**config.mk**
```make
export PLATFORM = sky130hd
export DESIGN_NAME = gpio_apb_arbiter_flat
export DESIGN_NICKNAME = d
export VERILOG_FILES = /design/src/rtl/gpio_apb_arbiter_if.sv /design/src/rtl/gpio_apb_arbiter.sv /design/src/flat_wrapper.sv
export SDC_FILE = /design/constraint.sdc
export NUM_CORES = 1
export LEC_CHECK = 0
export BUFFER_PORTS_ARGS = -buffer_cell sky130_fd_sc_hd__buf_2
export CORE_MARGIN = 5
export CORE_UTILIZATION = 30
export CTS_CLUSTER_DIAMETER = 200
export DETAILED_ROUTE_END_ITERATION = 16
export HOLD_SLACK_MARGIN = 0.03
export PLACE_DENSITY_LB_ADDON = 0.2
export SLEW_MARGIN = 0
export SYNTH_ARGS = -nofsm -noshare
export SYNTH_HDL_FRONTEND = slang
export SYNTH_SLANG_ARGS = --single-unit
export TNS_END_PERCENT = 5
```
**constraint.sdc**
```tcl
create_clock -name PCLK -period 10.7 [get_ports PCLK]
set_input_delay 1.07 -clock PCLK [delete_from_list [all_inputs] [get_ports PCLK]]
set_output_delay 1.07 -clock PCLK [all_outputs]
set_load 0.05 [all_outputs]
```
**src/rtl/gpio_apb_arbiter_if.sv**
```systemverilog
// Bundle of the two requester ports and the APB master bus around gpio_apb_arbiter.
// The arbiter takes the slave view; requesters plus the GPIO APB slave take the master view.
interface gpio_apb_arbiter_if #(
  parameter int ADDR_W = 4,
  parameter int DATA_W = 32
);
  logic              req0_valid;
  logic [ADDR_W-1:0] req0_addr;
  logic              req0_write;
  logic [DATA_W-1:0] req0_wdata;
  logic              req0_ready;
  logic              rsp0_valid;
  logic [DATA_W-1:0] rsp0_rdata;
  logic              rsp0_err;

  logic              req1_valid;
  logic [ADDR_W-1:0] req1_addr;
  logic              req1_write;
  logic [DATA_W-1:0] req1_wdata;
  logic              req1_ready;
  logic              rsp1_valid;
  logic [DATA_W-1:0] rsp1_rdata;
  logic              rsp1_err;

  logic              PSEL;
  logic              PENABLE;
  logic              PWRITE;
  logic [ADDR_W-1:0] PADDR;
  logic [DATA_W-1:0] PWDATA;
  logic [DATA_W-1:0] PRDATA;
  logic              PREADY;
  logic              busy;

  modport slave (
    input  req0_valid, req0_addr, req0_write, req0_wdata,
    input  req1_valid, req1_addr, req1_write, req1_wdata,
    output req0_ready, rsp0_valid, rsp0_rdata, rsp0_err,
    output req1_ready, rsp1_valid, rsp1_rdata, rsp1_err,
    output PSEL, PENABLE, PWRITE, PADDR, PWDATA, busy,
    input  PRDATA, PREADY
  );

  modport master (
    output req0_valid, req0_addr, req0_write, req0_wdata,
    output req1_valid, req1_addr, req1_write, req1_wdata,
    input  req0_ready, rsp0_valid, rsp0_rdata, rsp0_err,
    input  req1_ready, rsp1_valid, rsp1_rdata, rsp1_err,
    input  PSEL, PENABLE, PWRITE, PADDR, PWDATA, busy,
    output PRDATA, PREADY
  );
endinterface

```
**src/rtl/gpio_apb_arbiter.sv**
```systemverilog
// Round-robin two-port arbiter onto one APB master; zero-wait transfer is grant->response in 3 cycles.
// Requests stall (no ready) while a transfer is in flight; ACCESS waits on PREADY up to TIMEOUT cycles.
module gpio_apb_arbiter #(
  parameter int ADDR_W  = 4,
  parameter int DATA_W  = 32,
  parameter int TIMEOUT = 16
) (
  input  logic             PCLK,
  input  logic             PRESET,
  gpio_apb_arbiter_if.slave bus
);

  localparam int CNT_W = (TIMEOUT < 2) ? 1 : $clog2(TIMEOUT + 1);
  localparam logic [CNT_W-1:0] TO_LAST = CNT_W'((TIMEOUT > 0) ? TIMEOUT - 1 : 0);

  typedef enum logic [1:0] {
    IDLE   = 2'd0,
    SETUP  = 2'd1,
    ACCESS = 2'd2
  } state_t;

  state_t                   state_q, state_d;
  logic                     ptr_q;
  logic                     owner_q;
  logic [CNT_W-1:0]         cnt_q;
  logic [1:0]               grant;
  logic                     done_ok;
  logic                     done_to;

  logic                     psel_q;
  logic                     penable_q;
  logic                     pwrite_q;
  logic [ADDR_W-1:0]        paddr_q;
  logic [DATA_W-1:0]        pwdata_q;
  logic                     busy_q;
  logic [1:0]               rsp_vld_q;
  logic [1:0]               rsp_err_q;
  logic [1:0][DATA_W-1:0]   rsp_rdata_q;

  always_comb begin
    state_d = state_q;
    grant   = 2'b00;
    done_ok = 1'b0;
    done_to = 1'b0;
    case (state_q)
      IDLE: begin
        // A lone requester wins regardless of the pointer
        if (bus.req0_valid && (!bus.req1_valid || !ptr_q)) begin
          grant = 2'b01;
        end else if (bus.req1_valid) begin
          grant = 2'b10;
        end
        if (grant != 2'b00) begin
          state_d = SETUP;
        end
      end
      SETUP: begin
        state_d = ACCESS;
      end
      ACCESS: begin
        if (bus.PREADY) begin
          done_ok = 1'b1;
          state_d = IDLE;
        end else if ((TIMEOUT > 0) && (cnt_q == TO_LAST)) begin
          done_to = 1'b1;
          state_d = IDLE;
        end
      end
      default: begin
        state_d = IDLE;
      end
    endcase
  end

  always_ff @(posedge PCLK or posedge PRESET) begin
    if (PRESET) begin
      state_q     <= IDLE;
      ptr_q       <= 1'b0;
      owner_q     <= 1'b0;
      cnt_q       <= '0;
      psel_q      <= 1'b0;
      penable_q   <= 1'b0;
      pwrite_q    <= 1'b0;
      paddr_q     <= '0;
      pwdata_q    <= '0;
      busy_q      <= 1'b0;
      rsp_vld_q   <= '0;
      rsp_err_q   <= '0;
      rsp_rdata_q <= '0;
    end else begin
      state_q     <= state_d;
      psel_q      <= (state_d != IDLE);
      penable_q   <= (state_d == ACCESS);
      busy_q      <= (state_d != IDLE);
      rsp_vld_q   <= '0;
      rsp_err_q   <= '0;
      rsp_rdata_q <= '0;

      if (grant != 2'b00) begin
        owner_q  <= grant[1];
        ptr_q    <= ~grant[1];
        paddr_q  <= grant[1] ? bus.req1_addr  : bus.req0_addr;
        pwrite_q <= grant[1] ? bus.req1_write : bus.req0_write;
        pwdata_q <= grant[1] ? bus.req1_wdata : bus.req0_wdata;
      end

      // Cleared in SETUP so the first ACCESS cycle sees 0; saturates instead of wrapping
      if (state_q == SETUP) begin
        cnt_q <= '0;
      end else if ((state_q == ACCESS) && (cnt_q != {CNT_W{1'b1}})) begin
        cnt_q <= cnt_q + 1'b1;
      end

      if (done_ok) begin
        rsp_vld_q[owner_q]   <= 1'b1;
        rsp_rdata_q[owner_q] <= pwrite_q ? '0 : bus.PRDATA;
      end
      if (done_to) begin
        rsp_vld_q[owner_q] <= 1'b1;
        rsp_err_q[owner_q] <= 1'b1;
      end
    end
  end

  // Ready is the only combinational output; gated so reset forces it low at once
  assign bus.req0_ready = grant[0] & ~PRESET;
  assign bus.req1_ready = grant[1] & ~PRESET;

  assign bus.rsp0_valid = rsp_vld_q[0];
  assign bus.rsp0_err   = rsp_err_q[0];
  assign bus.rsp0_rdata = rsp_rdata_q[0];
  assign bus.rsp1_valid = rsp_vld_q[1];
  assign bus.rsp1_err   = rsp_err_q[1];
  assign bus.rsp1_rdata = rsp_rdata_q[1];

  assign bus.PSEL    = psel_q;
  assign bus.PENABLE = penable_q;
  assign bus.PWRITE  = pwrite_q;
  assign bus.PADDR   = paddr_q;
  assign bus.PWDATA  = pwdata_q;
  assign bus.busy    = busy_q;

  a_one_grant : assert property (@(posedge PCLK) disable iff (PRESET) !(grant[0] && grant[1]));

endmodule

```
**src/flat_wrapper.sv**
```systemverilog
// flat-port wrapper written by rule: the top's interface ports become plain ports
module gpio_apb_arbiter_flat 
#(
  parameter int ADDR_W  = 4,
  parameter int DATA_W  = 32,
  parameter int TIMEOUT = 16
)
  (PCLK, PRESET, bus_req0_valid, bus_req0_addr, bus_req0_write, bus_req0_wdata, bus_req1_valid, bus_req1_addr, bus_req1_write, bus_req1_wdata, bus_req0_ready, bus_rsp0_valid, bus_rsp0_rdata, bus_rsp0_err, bus_req1_ready, bus_rsp1_valid, bus_rsp1_rdata, bus_rsp1_err, bus_PSEL, bus_PENABLE, bus_PWRITE, bus_PADDR, bus_PWDATA, bus_busy, bus_PRDATA, bus_PREADY);
  gpio_apb_arbiter_if #(.ADDR_W(ADDR_W), .DATA_W(DATA_W)) bus_i ();
  input  logic PCLK;
  input  logic PRESET;
  input wire logic [$bits(bus_i.req0_valid)-1:0] bus_req0_valid;
  input wire logic [$bits(bus_i.req0_addr)-1:0] bus_req0_addr;
  input wire logic [$bits(bus_i.req0_write)-1:0] bus_req0_write;
  input wire logic [$bits(bus_i.req0_wdata)-1:0] bus_req0_wdata;
  input wire logic [$bits(bus_i.req1_valid)-1:0] bus_req1_valid;
  input wire logic [$bits(bus_i.req1_addr)-1:0] bus_req1_addr;
  input wire logic [$bits(bus_i.req1_write)-1:0] bus_req1_write;
  input wire logic [$bits(bus_i.req1_wdata)-1:0] bus_req1_wdata;
  output wire logic [$bits(bus_i.req0_ready)-1:0] bus_req0_ready;
  output wire logic [$bits(bus_i.rsp0_valid)-1:0] bus_rsp0_valid;
  output wire logic [$bits(bus_i.rsp0_rdata)-1:0] bus_rsp0_rdata;
  output wire logic [$bits(bus_i.rsp0_err)-1:0] bus_rsp0_err;
  output wire logic [$bits(bus_i.req1_ready)-1:0] bus_req1_ready;
  output wire logic [$bits(bus_i.rsp1_valid)-1:0] bus_rsp1_valid;
  output wire logic [$bits(bus_i.rsp1_rdata)-1:0] bus_rsp1_rdata;
  output wire logic [$bits(bus_i.rsp1_err)-1:0] bus_rsp1_err;
  output wire logic [$bits(bus_i.PSEL)-1:0] bus_PSEL;
  output wire logic [$bits(bus_i.PENABLE)-1:0] bus_PENABLE;
  output wire logic [$bits(bus_i.PWRITE)-1:0] bus_PWRITE;
  output wire logic [$bits(bus_i.PADDR)-1:0] bus_PADDR;
  output wire logic [$bits(bus_i.PWDATA)-1:0] bus_PWDATA;
  output wire logic [$bits(bus_i.busy)-1:0] bus_busy;
  input wire logic [$bits(bus_i.PRDATA)-1:0] bus_PRDATA;
  input wire logic [$bits(bus_i.PREADY)-1:0] bus_PREADY;
  assign bus_i.req0_valid = bus_req0_valid;
  assign bus_i.req0_addr = bus_req0_addr;
  assign bus_i.req0_write = bus_req0_write;
  assign bus_i.req0_wdata = bus_req0_wdata;
  assign bus_i.req1_valid = bus_req1_valid;
  assign bus_i.req1_addr = bus_req1_addr;
  assign bus_i.req1_write = bus_req1_write;
  assign bus_i.req1_wdata = bus_req1_wdata;
  assign bus_req0_ready = bus_i.req0_ready;
  assign bus_rsp0_valid = bus_i.rsp0_valid;
  assign bus_rsp0_rdata = bus_i.rsp0_rdata;
  assign bus_rsp0_err = bus_i.rsp0_err;
  assign bus_req1_ready = bus_i.req1_ready;
  assign bus_rsp1_valid = bus_i.rsp1_valid;
  assign bus_rsp1_rdata = bus_i.rsp1_rdata;
  assign bus_rsp1_err = bus_i.rsp1_err;
  assign bus_PSEL = bus_i.PSEL;
  assign bus_PENABLE = bus_i.PENABLE;
  assign bus_PWRITE = bus_i.PWRITE;
  assign bus_PADDR = bus_i.PADDR;
  assign bus_PWDATA = bus_i.PWDATA;
  assign bus_busy = bus_i.busy;
  assign bus_i.PRDATA = bus_PRDATA;
  assign bus_i.PREADY = bus_PREADY;
  gpio_apb_arbiter #(.ADDR_W(ADDR_W), .DATA_W(DATA_W), .TIMEOUT(TIMEOUT)) u_core (.PCLK(PCLK), .PRESET(PRESET), .bus(bus_i));
endmodule
```
==> run summary, run 1 <==
DRT iter0 DRCs: 128
Rel. slew slack: 0.2995
met1 usage: 0.1924
Power, Total: 2.057 mW
Hold EP: u_core.bus.PWDATA[13]
row cnt: 46
met3 usage: 0.05655
clock group share of total power: 0.277
Max Clock Freq: 0.2400 GHz
CP max-delay cell: nand3_2
Int Pwr: 1.176 mW
I/O pin total: 221
vias per cell: 4.819
Levels on crit path: 5
Post-DP HPWL: 10300 um
sequential-to-total area share from yosys stat: 0.5905
Final ANT Viol Nets: 0
fin nets: 736
post-synth cell types: 37
Initial DRT Pass Iterations: 5
first-pass GRT wire length: 23430 um
hold_sp: u_core.bus.PWDATA[13]
post-CTS setup repair buffer count: 0
Critical path buffers and inverters: 2
die height: 138.0 um
Hold Crit Class: reg2reg
RSZ-0062 raised after global routing: false
largest net degree at the start of global routing: 74
capturing point of the worst reg2reg path: u_core.bus.PWDATA[16]
core area: 16000 um2
Starting Density: 0.3072
Worst R2R Start: u_core.state_q[0]
crit share post-route: 0.3894
CTS tree: done
antenna violations before repair: 0
commonest non-fill, non-tap cell in the layout: buf_2
Reg2Reg Depth: 4
CTS buffer count: 17
Crit path max-delay family: simple AND/OR/NAND/NOR gates
Critical Path End Type: output pin
CP startpoint kind: primary input
switching portion of total power: 0.4284
Worst-path clk slew: 60 ps
#FFs+latches synth: 116
CP max FO: 39
setup tns final: 0 ps
post-synth net total: 531
commonest non-fill, non-tap cells in the layout: 220 x buf_2, 116 x dfrtp_1, 67 x nor2_1
CP max stage delay: 740 ps
setup slack, reg-to-reg: 8190 ps
Root Buffer: clkbuf_16
status: complete, no violations
Die Wd: 138.0 um
Synth Cell Area: 4916 um2
Final GP Congestion: 0.7928
worst-margin pin slew: 1047 ps
clock tree buffer depth: 2
met2 GRT Util: 0.2405
Max Slew Vio Count: 0
post_cts resized: 0
die area: 19050 um2
P&R area growth vs syn: 36.63%
syn_area_per_cell: 11.79 um2
Syn. warnings: 0
total gr overflow: 0
Worst VDD drop: 154.1 uV
clk_lat worst skew: 400 ps
layout cells sized above 1: 0.4157
CP dominant cell by count: buf_2
WP data arrival: 3100 ps
Post-Route WL: 14540 um
Gate power share: 0.414
WL/cell: 17.06 um
via count: 4106
overall routing resource usage: 0.1513
Clock Sinks: 116
port bufs: 220
final setup violation count: 0
Reg power frac: 0.310
post-route cell area: 6716 um2
Post-DP Area: 6110 um2
MaxCap Viol Count: 0
WP data required: 9630 ps
Static Leak: 3.422 nW
crit path time final: 4167 ps
final hold violation count: 0
power per cell area: 306.3 nW/um2
residual DRC count: 0
Hold Path Cell Cnt: 1
gr busiest metal: met2
Clock Skew: 9.758 ps
NetSw: 0.8812 mW
vias in the first global route: 4372
critical path type: in2out
Synth Instances: 417
Finished Core Util: 0.4198
CP cell instances: buf_2 > nand2b_2 > nand3_2 > nor2_1 > buf_2
hold_buf cts: 0
htree depth: 4
-- worst max-delay path by stage --
stage / slack, ps / to / from
floorplan: 6560 / u_core.bus.PADDR[0] / PRESET
global placement: 6630 / bus_req1_ready / bus_req0_valid
detailed placement: 6560 / bus_req1_ready / bus_req0_valid
CTS: 6560 / bus_req1_ready / bus_req0_valid
global route: 6330 / bus_req1_ready / bus_req0_valid
finish: 6530 / bus_req1_ready / bus_req0_valid
-- per-layer routing --
metal	part of all wire	up-vias
li1	-	1910
met3	0.080	10
met4	0.010	0
met2	0.46	190
met1	0.45	1996
met5	0	-
-- through the flow --
step                hold WS [ps]  setup slack (ps)  cells
floorplan                  472.2              6558    417
global placement           486.5              6631    819
detailed placement         499.8              6562    819
CTS                        514.3              6557    851
global route               533.1              6326    851
finish                     514.3              6533    852
-- flip-flops by register name, summed over array words and instances, names as in the netlist, 2 cells and up --
signal / flops
u_core.bus.rsp0_rdata: 32
u_core.rsp_vld_q: 2
u_core.cnt_q: 5
u_core.bus.PADDR: 4
u_core.rsp_err_q: 2
u_core.state_q: 2
u_core.bus.PWDATA: 32
u_core.bus.rsp1_rdata: 32
-- cell usage after synthesis --
library cell	instances	area, um2
nand2b_2	1	8.760
buf_2	9	45.04
a21bo_2	1	10.01
a21oi_1	5	25.02
a31o_2	1	8.760
nand4b_1	1	8.760
a31oi_1	1	6.260
and3_1	1	6.260
or2_2	1	6.260
buf_4	4	30.03
o21ai_0	4	20.02
and2b_1	1	7.510
nor3_1	2	10.01
nor2_4	2	22.52
and4_1	37	324.1
inv_1	5	18.77
a221o_1	37	370.4
o21a_1	1	7.510
or2_1	1	6.260
and4b_1	1	10.01
nor3b_1	38	285.3
buf_6	7	78.83
ha_1	3	37.54
nand2b_1	33	206.5
dfrtp_1	116	2903
o2bb2ai_1	4	35.03
nand2_1	4	15.01
o21ai_2	1	8.760
nor4b_1	1	8.760
nor2_1	67	251.5
nand3b_1	2	15.01
nand3_2	1	10.01
o211ai_1	1	7.510
nand3_1	2	10.01
a211oi_1	1	7.510
and4bb_2	1	12.51
clkbuf_1	19	71.32
-- power by group through the flow --
stage	Sequential, mW	Combinational (mW)	Clock (mW)
6_report	0.637	0.851	0.570
2_1_floorplan	0.927	0.371	0
3_3_place_gp	0.642	0.846	0
3_5_place_dp	0.642	0.861	0
5_1_grt	0.652	0.908	0.604
4_1_cts	0.639	0.859	0.583
-- cell type report --
class | count | area (um2)
Antenna cell | 1 | 2.502
Fill cell | 1607 | 9284
Multi-Input combinational cell | 257 | 1777
Inverter | 5 | 21.27
Clock buffer | 23 | 478.0
Sequential cell | 116 | 2903
Clock inverter | 9 | 126.4
Tap cell | 216 | 270.3
Timing Repair Buffer | 225 | 1139
-- logic make-up (layout without fill, tap and decap cells) --
logic type      after synthesis  after routing  share of synthesized area
fa+ha+maj                     3              3                   0.007636
other cells                   0              1                          0
compound gates               57             57                     0.1031
simple gates                197            197                     0.2492
flops                       116            116                     0.5905
buf+inv                      44            262                    0.04963
(Power assumes the default switching activity.)
==> inputs of run 2 (changes only) <==
==> constraint.sdc (replaced) <==
create_clock -name PCLK -period 3.6 [get_ports PCLK]
set_input_delay 0.36 -clock PCLK [delete_from_list [all_inputs] [get_ports PCLK]]
set_output_delay 0.36 -clock PCLK [all_outputs]
set_load 0.05 [all_outputs]
==> run 2 against run 1 <==
Non-clock buffer count increased by 3. Worst setup slack lost 5600 ps. Design area increased by 0.73%. Combinational power grew to 3.0 times the previous value. Die area unchanged. Final cell count rose by 0.23%. Highest routed layer is now met5.
==> run summary, run 2 (same netlist as run 1, synthesis figures left out) <==
CTS tree: done
met2 GRT Util: 0.2482 (+0.007708)
crit share post-route: 0.7374
Max Slew Vio Count: 0 (unchanged)
post-route non-filler standard cell count: 854 (+0.23%)
post_cts resized: 0 (unchanged)
status: complete, no violations
Rel. slew slack: 0.3277 (+0.02818)
DRT iter0 DRCs: 146 (+14%)
multi-input logic area: 1777 um2 (unchanged)
Clock Skew: 12.51 ps (+2.748 ps)
residual DRC count: 0 (unchanged)
row cnt: 46 (unchanged)
CTS buffer count: 17 (unchanged)
first-pass GRT wire length: 23850 um (+1.8%)
# diodes: 0 (-1)
hold_buf cts: 0 (unchanged)
setup tns final: 0 ps (unchanged)
layout cells sized above 1: 0.4216 (+0.005882)
Static Leak: 3.446 nW (+0.70%)
clk_lat worst skew: 410 ps (about the same)
overall routing resource usage: 0.1549 (+0.003545)
worst-margin pin slew: 1005 ps (-42.11 ps)
P&R area growth vs syn: 37.62%
Hold Crit Class: in2async
final setup violation count: 0 (unchanged)
I/O pin total: 221 (unchanged)
WP data required: 3240 ps (-6390 ps)
clock tree buffer depth: 2 (unchanged)
fin nets: 739 (+0.41%)
clock group share of total power: 0.288 (+0.011)
Die Wd: 138.0 um (unchanged)
Reg power frac: 0.300 (-0.010)
core area: 16000 um2 (unchanged)
Starting Density: 0.3072 (unchanged)
Placed Instances: 822 (+0.37%)
Clock Sinks: 116 (unchanged)
RSZ-0062 raised after global routing: false
met1 usage: 0.1845 (-0.007873)
Post-Route WL: 14610 um (+0.53%)
Root Buffer: clkbuf_16
final hold violation count: 0 (unchanged)
Power, Total: 6.224 mW (+200%)
die height: 138.0 um (unchanged)
power per cell area: 919.9 nW/um2 (+200%)
critical path type: reg2out
die area: 19050 um2 (unchanged)
Register Area: 2903 um2 (unchanged)
Int Pwr: 3.563 mW (+200%)
commonest non-fill, non-tap cell in the layout: buf_2
port bufs: 220 (unchanged)
final worst slack: 945.5 ps (-5588 ps)
WL/cell: 17.11 um (+0.29%)
Filler Cell Count: 1614 (+0.44%)
Worst-path clk slew: 60 ps (about the same)
Initial DRT Pass Iterations: 4 (-1)
Final ANT Viol Nets: 0 (unchanged)
WP data arrival: 2290 ps (-810 ps)
crit path time final: 2654 ps
Critical Path End Type: output pin
Gate power share: 0.412 (-0.002)
CP max FO: 30 (-23%)
commonest non-fill, non-tap cells in the layout: 220 x buf_2, 116 x dfrtp_1, 67 x nor2_1
antenna violations before repair: 2 (+2)
met3 usage: 0.07276 (+0.01621)
DP Worst Slack: 1354 ps (-5208 ps)
CP Launch Point: u_core.state_q[0]
gr busiest metal: met2
Worst VDD drop: 572.9 uV (+270%)
largest net degree at the start of global routing: 49 (-34%)
total gr overflow: 0 (unchanged)
MaxCap Viol Count: 0 (unchanged)
htree depth: 4 (unchanged)
Max Clock Freq: 0.3767 GHz
Final GP Congestion: 0.7945 (+0.21%)
vias per cell: 4.844 (+0.52%)
Post-DP HPWL: 10580 um (+2.7%)
vias in the first global route: 4421 (+1.1%)
NetSw: 2.660 mW (+200%)
Worst R2R Start: u_core.ptr_q
post-CTS setup repair buffer count: 0 (unchanged)
CP startpoint kind: flop
switching portion of total power: 0.4275 (-0.0008854)
via count: 4137 (+0.75%)
-- run 2: cell types whose count changed in the layout (fill, tap and decap cells not counted) --
cell and change:
inv_6 +2, diode_2 -1, clkinvlp_4 +1, clkinv_2 -1
clkbuf_8 -1, bufinv_16 +1, clkbuf_1 -2, buf_4 +3
-- run 2: power groups by stage --
stage / Clock, mW / Sequential, mW / Combinational [mW]
2_1_floorplan: 0 / 2.76 / 1.10
3_3_place_gp: 0 / 1.89 / 2.56
3_5_place_dp: 0 / 1.88 / 2.59
4_1_cts: 1.84 / 1.87 / 2.59
5_1_grt: 1.90 / 1.91 / 2.74
6_report: 1.79 / 1.87 / 2.56
-- run 2: path summary, 6_finish.rpt --
path / cells after the start / slack, ps / end
hold / removal: 2 / 40 / u_core.bus.PWDATA[18]
hold reg to reg: 1 / 510 / u_core.bus.PWDATA[18]
setup / recovery: 5 / 950 / bus_req0_ready
setup reg to reg: 4 / 1450 / u_core.bus.PWDATA[24]
max in group asynchronous: 3 / 2590 / u_core.bus.PADDR[3]
min in group PCLK: 3 / 190 / u_core.bus.rsp1_rdata[6]
-- run 2: area by class of cell --
| class | count | area share |
|---|---|---|
| clock buffer | 20 | 0.06751 |
| multi-input combinational | 257 | 0.2626 |
| inverter | 5 | 0.003144 |
| sequential | 116 | 0.4291 |
| clock inverter | 12 | 0.02608 |
| timing repair buffer | 228 | 0.1716 |
| tap | 216 | 0.03995 |
-- run 2: routing by layer --
metal	vias to the layer above	share of wire
met1	1982	0.42
met2	202	0.46
li1	1926	-
met3	23	0.10
met5	-	0.0018
met4	4	0.017
-- run 2: critical path: stages (launching register included) --
cell and delay, ps:
dfrtp_1 530, nor2_4 310, buf_4 330, nand2_1 120, a211oi_1 270, buf_2 320
-- run 2: through the flow --
| step | hold slack [ps] | util | cell area, um2 |
|---|---|---|---|
| after global placement | 491.5 | 0.3833 | 6132 |
| after detailed placement | 495.6 | 0.3833 | 6132 |
| final | 40.03 | 0.4228 | 6765 |
| after floorplan | 472.2 | - | 4916 |
| after CTS | 63.35 | 0.4228 | 6765 |
| after global routing | 103.4 | 0.4228 | 6765 |
==> inputs of run 3 (changes only) <==
==> constraint.sdc (replaced) <==
create_clock -name PCLK -period 2.13 [get_ports PCLK]
set_input_delay 0.213 -clock PCLK [delete_from_list [all_inputs] [get_ports PCLK]]
set_output_delay 0.213 -clock PCLK [all_outputs]
set_load 0.05 [all_outputs]
==> run 3 against run 2 <==
Worst setup slack got worse by 820 ps. Hold slack improved by 6.4 ps. First-iteration DRC count rose by 32%. Global-route usage hardly changed. Critical path type unchanged. Flip-flop and latch count unchanged.
==> run summary, run 3 (same netlist as run 1, synthesis figures left out) <==
layout cells sized above 1: 0.4321 (+0.01047)
CP max-delay cell: dfrtp_1
CP max stage delay: 470 ps (-60 ps)
CTS buffer count: 17 (unchanged)
Static Leak: 3.500 nW (+1.6%)
RSZ-0062 raised after global routing: false
Reg power frac: 0.289 (-0.011)
Rel. slew slack: 0.3102 (-0.01747)
setup slack, reg-to-reg: 390 ps (-1060 ps)
htree depth: 4 (unchanged)
CP dominant cell by count: buf_4
WP data required: 1920 ps (-1320 ps)
Worst-path clk slew: 50 ps (about the same)
final worst slack: 125.8 ps (-819.7 ps)
first-pass GRT wire length: 23760 um (-0.38%)
CP cell instances: nor2_4 > buf_4 > nand2_1 > a211oi_2 > buf_4
clock group share of total power: 0.287 (about the same)
Gate power share: 0.424 (+0.012)
P&R area growth vs syn: 40.29%
Filler Cell Count: 1627 (+0.81%)
CP Capture Point: bus_req0_ready
commonest non-fill, non-tap cell in the layout: buf_2
Root Buffer: clkbuf_16
WL/cell: 17.08 um (-0.17%)
I/O pin total: 221 (unchanged)
multi-input logic area: 1782 um2 (+0.28%)
DP Worst Slack: 397.2 ps (-956.9 ps)
via count: 4129 (-0.19%)
Register Area: 2903 um2 (unchanged)
power per cell area: 1549 nW/um2 (+68%)
Reg2Reg Depth: 6 (+2)
vias in the first global route: 4439 (+0.41%)
WP data arrival: 1790 ps (-500 ps)
Final ANT Viol Nets: 0 (unchanged)
critical path type: reg2out
Starting Density: 0.3072 (unchanged)
setup tns final: 0 ps (unchanged)
vias per cell: 4.779 (-1.3%)
Clock Sinks: 116 (unchanged)
crit share post-route: 0.9409
Post-DP HPWL: 10890 um (+2.9%)
overall routing resource usage: 0.1548 (about the same)
capturing point of the worst reg2reg path: u_core.cnt_q[3]
# diodes: 0 (unchanged)
Die Wd: 138.0 um (unchanged)
die area: 19050 um2 (unchanged)
Clock Skew: 9.682 ps (-2.823 ps)
clk_lat worst skew: 410 ps (about the same)
fin nets: 749 (+1.4%)
port bufs: 220 (unchanged)
final setup violation count: 0 (unchanged)
CP startpoint kind: flop
antenna violations before repair: 1 (-1)
CTS tree: done
Hold Slack: 46.46 ps (+6.430 ps)
commonest non-fill, non-tap cells in the layout: 219 x buf_2, 116 x dfrtp_1, 67 x nor2_1
total gr overflow: 0 (unchanged)
Max Slew Vio Count: 0 (unchanged)
worst-margin pin slew: 1031 ps (+26.11 ps)
Max Clock Freq: 0.4990 GHz
row cnt: 46 (unchanged)
CP Launch Point: u_core.state_q[1]
Final GP Congestion: 0.7788 (-2.0%)
CP max FO: 10 (-67%)
Int Pwr: 6.183 mW (+74%)
Post-Route WL: 14760 um (+1.0%)
crit path time final: 2004 ps
Worst VDD drop: 796.2 uV (+39%)
final hold violation count: 0 (unchanged)
status: complete, no violations
NetSw: 4.502 mW (+69%)
switching portion of total power: 0.4213 (-0.006151)
residual DRC count: 0 (unchanged)
clock tree buffer depth: 2 (unchanged)
largest net degree at the start of global routing: 83 (+69%)
Initial DRT Pass Iterations: 4 (unchanged)
Hold Crit Class: in2reg
Worst R2R Start: u_core.cnt_q[0]
MaxCap Viol Count: 0 (unchanged)
Critical Path End Type: output pin
core area: 16000 um2 (unchanged)
Hold Path Cell Cnt: 3
die height: 138.0 um (unchanged)
DRT iter0 DRCs: 193 (+32%)
[run 3: through the flow]
step	std cells	util	power, mW	area [um2]
after floorplan	417	-	6.526	4920
after global placement	831	0.3891	7.636	6226
after detailed placement	831	0.3891	7.687	6226
after CTS	864	0.4307	10.80	6892
after global routing	864	0.4310	11.25	6897
final	864	0.4310	10.68	6897
[run 3: how the worst min path moves through the flow]
stage	start	endpoint	slack [ps]
floorplan	bus_PRDATA[10]	u_core.bus.rsp0_rdata[10]	360
global placement	PRESET	u_core.bus.PWDATA[14]	230
detailed placement	PRESET	u_core.bus.PWDATA[14]	240
CTS	bus_PRDATA[22]	u_core.bus.rsp1_rdata[22]	30
global route	bus_PRDATA[26]	u_core.bus.rsp1_rdata[26]	40
finish	bus_PRDATA[22]	u_core.bus.rsp1_rdata[22]	50
[run 3: cell type report]
| cell class | instances | area share |
|---|---|---|
| clock buffer | 21 | 0.06967 |
| clock inverter | 11 | 0.02504 |
| inverter | 5 | 0.003266 |
| multi-input combinational | 257 | 0.2583 |
| sequential | 116 | 0.4209 |
| tap | 216 | 0.03919 |
| timing repair buffer | 238 | 0.1836 |
[run 3: what timing repair did]
item / in CTS / in global routing
setup endpoints to repair: 1 / 1
setup buffers: 0 / 0
endpoints found under the hold margin: 12 / 0
hold buffers: 1 / 0
gates resized for setup: 1 / 1
[run 3: metal layers]
metal	vias up	global-route usage	routed length, um
li1	1944	-	-
met1	1976	0.1917	6202
met2	188	0.2503	7111
met3	19	0.06276	1264
met4	2	0.04524	169
met5	-	0	11
[run 3: critical path, delay by kind of cell, from the launching register on]
family,cells,cell delay [ps]
AOI/OAI and AO/OA,1,230
DFF,1,470
buffers and inverters,2,410
and+or+nand+nor,2,260
[run 3: power groups by stage]
| stage | sequential [mW] | combinational (mW) | clock (mW) |
|---|---|---|---|
| finish | 3.09 | 4.53 | 3.07 |
| global route | 3.16 | 4.85 | 3.24 |
| CTS | 3.10 | 4.57 | 3.13 |
| detailed placement | 3.11 | 4.58 | 0 |
| global placement | 3.13 | 4.51 | 0 |
| floorplan | 4.66 | 1.87 | 0 |
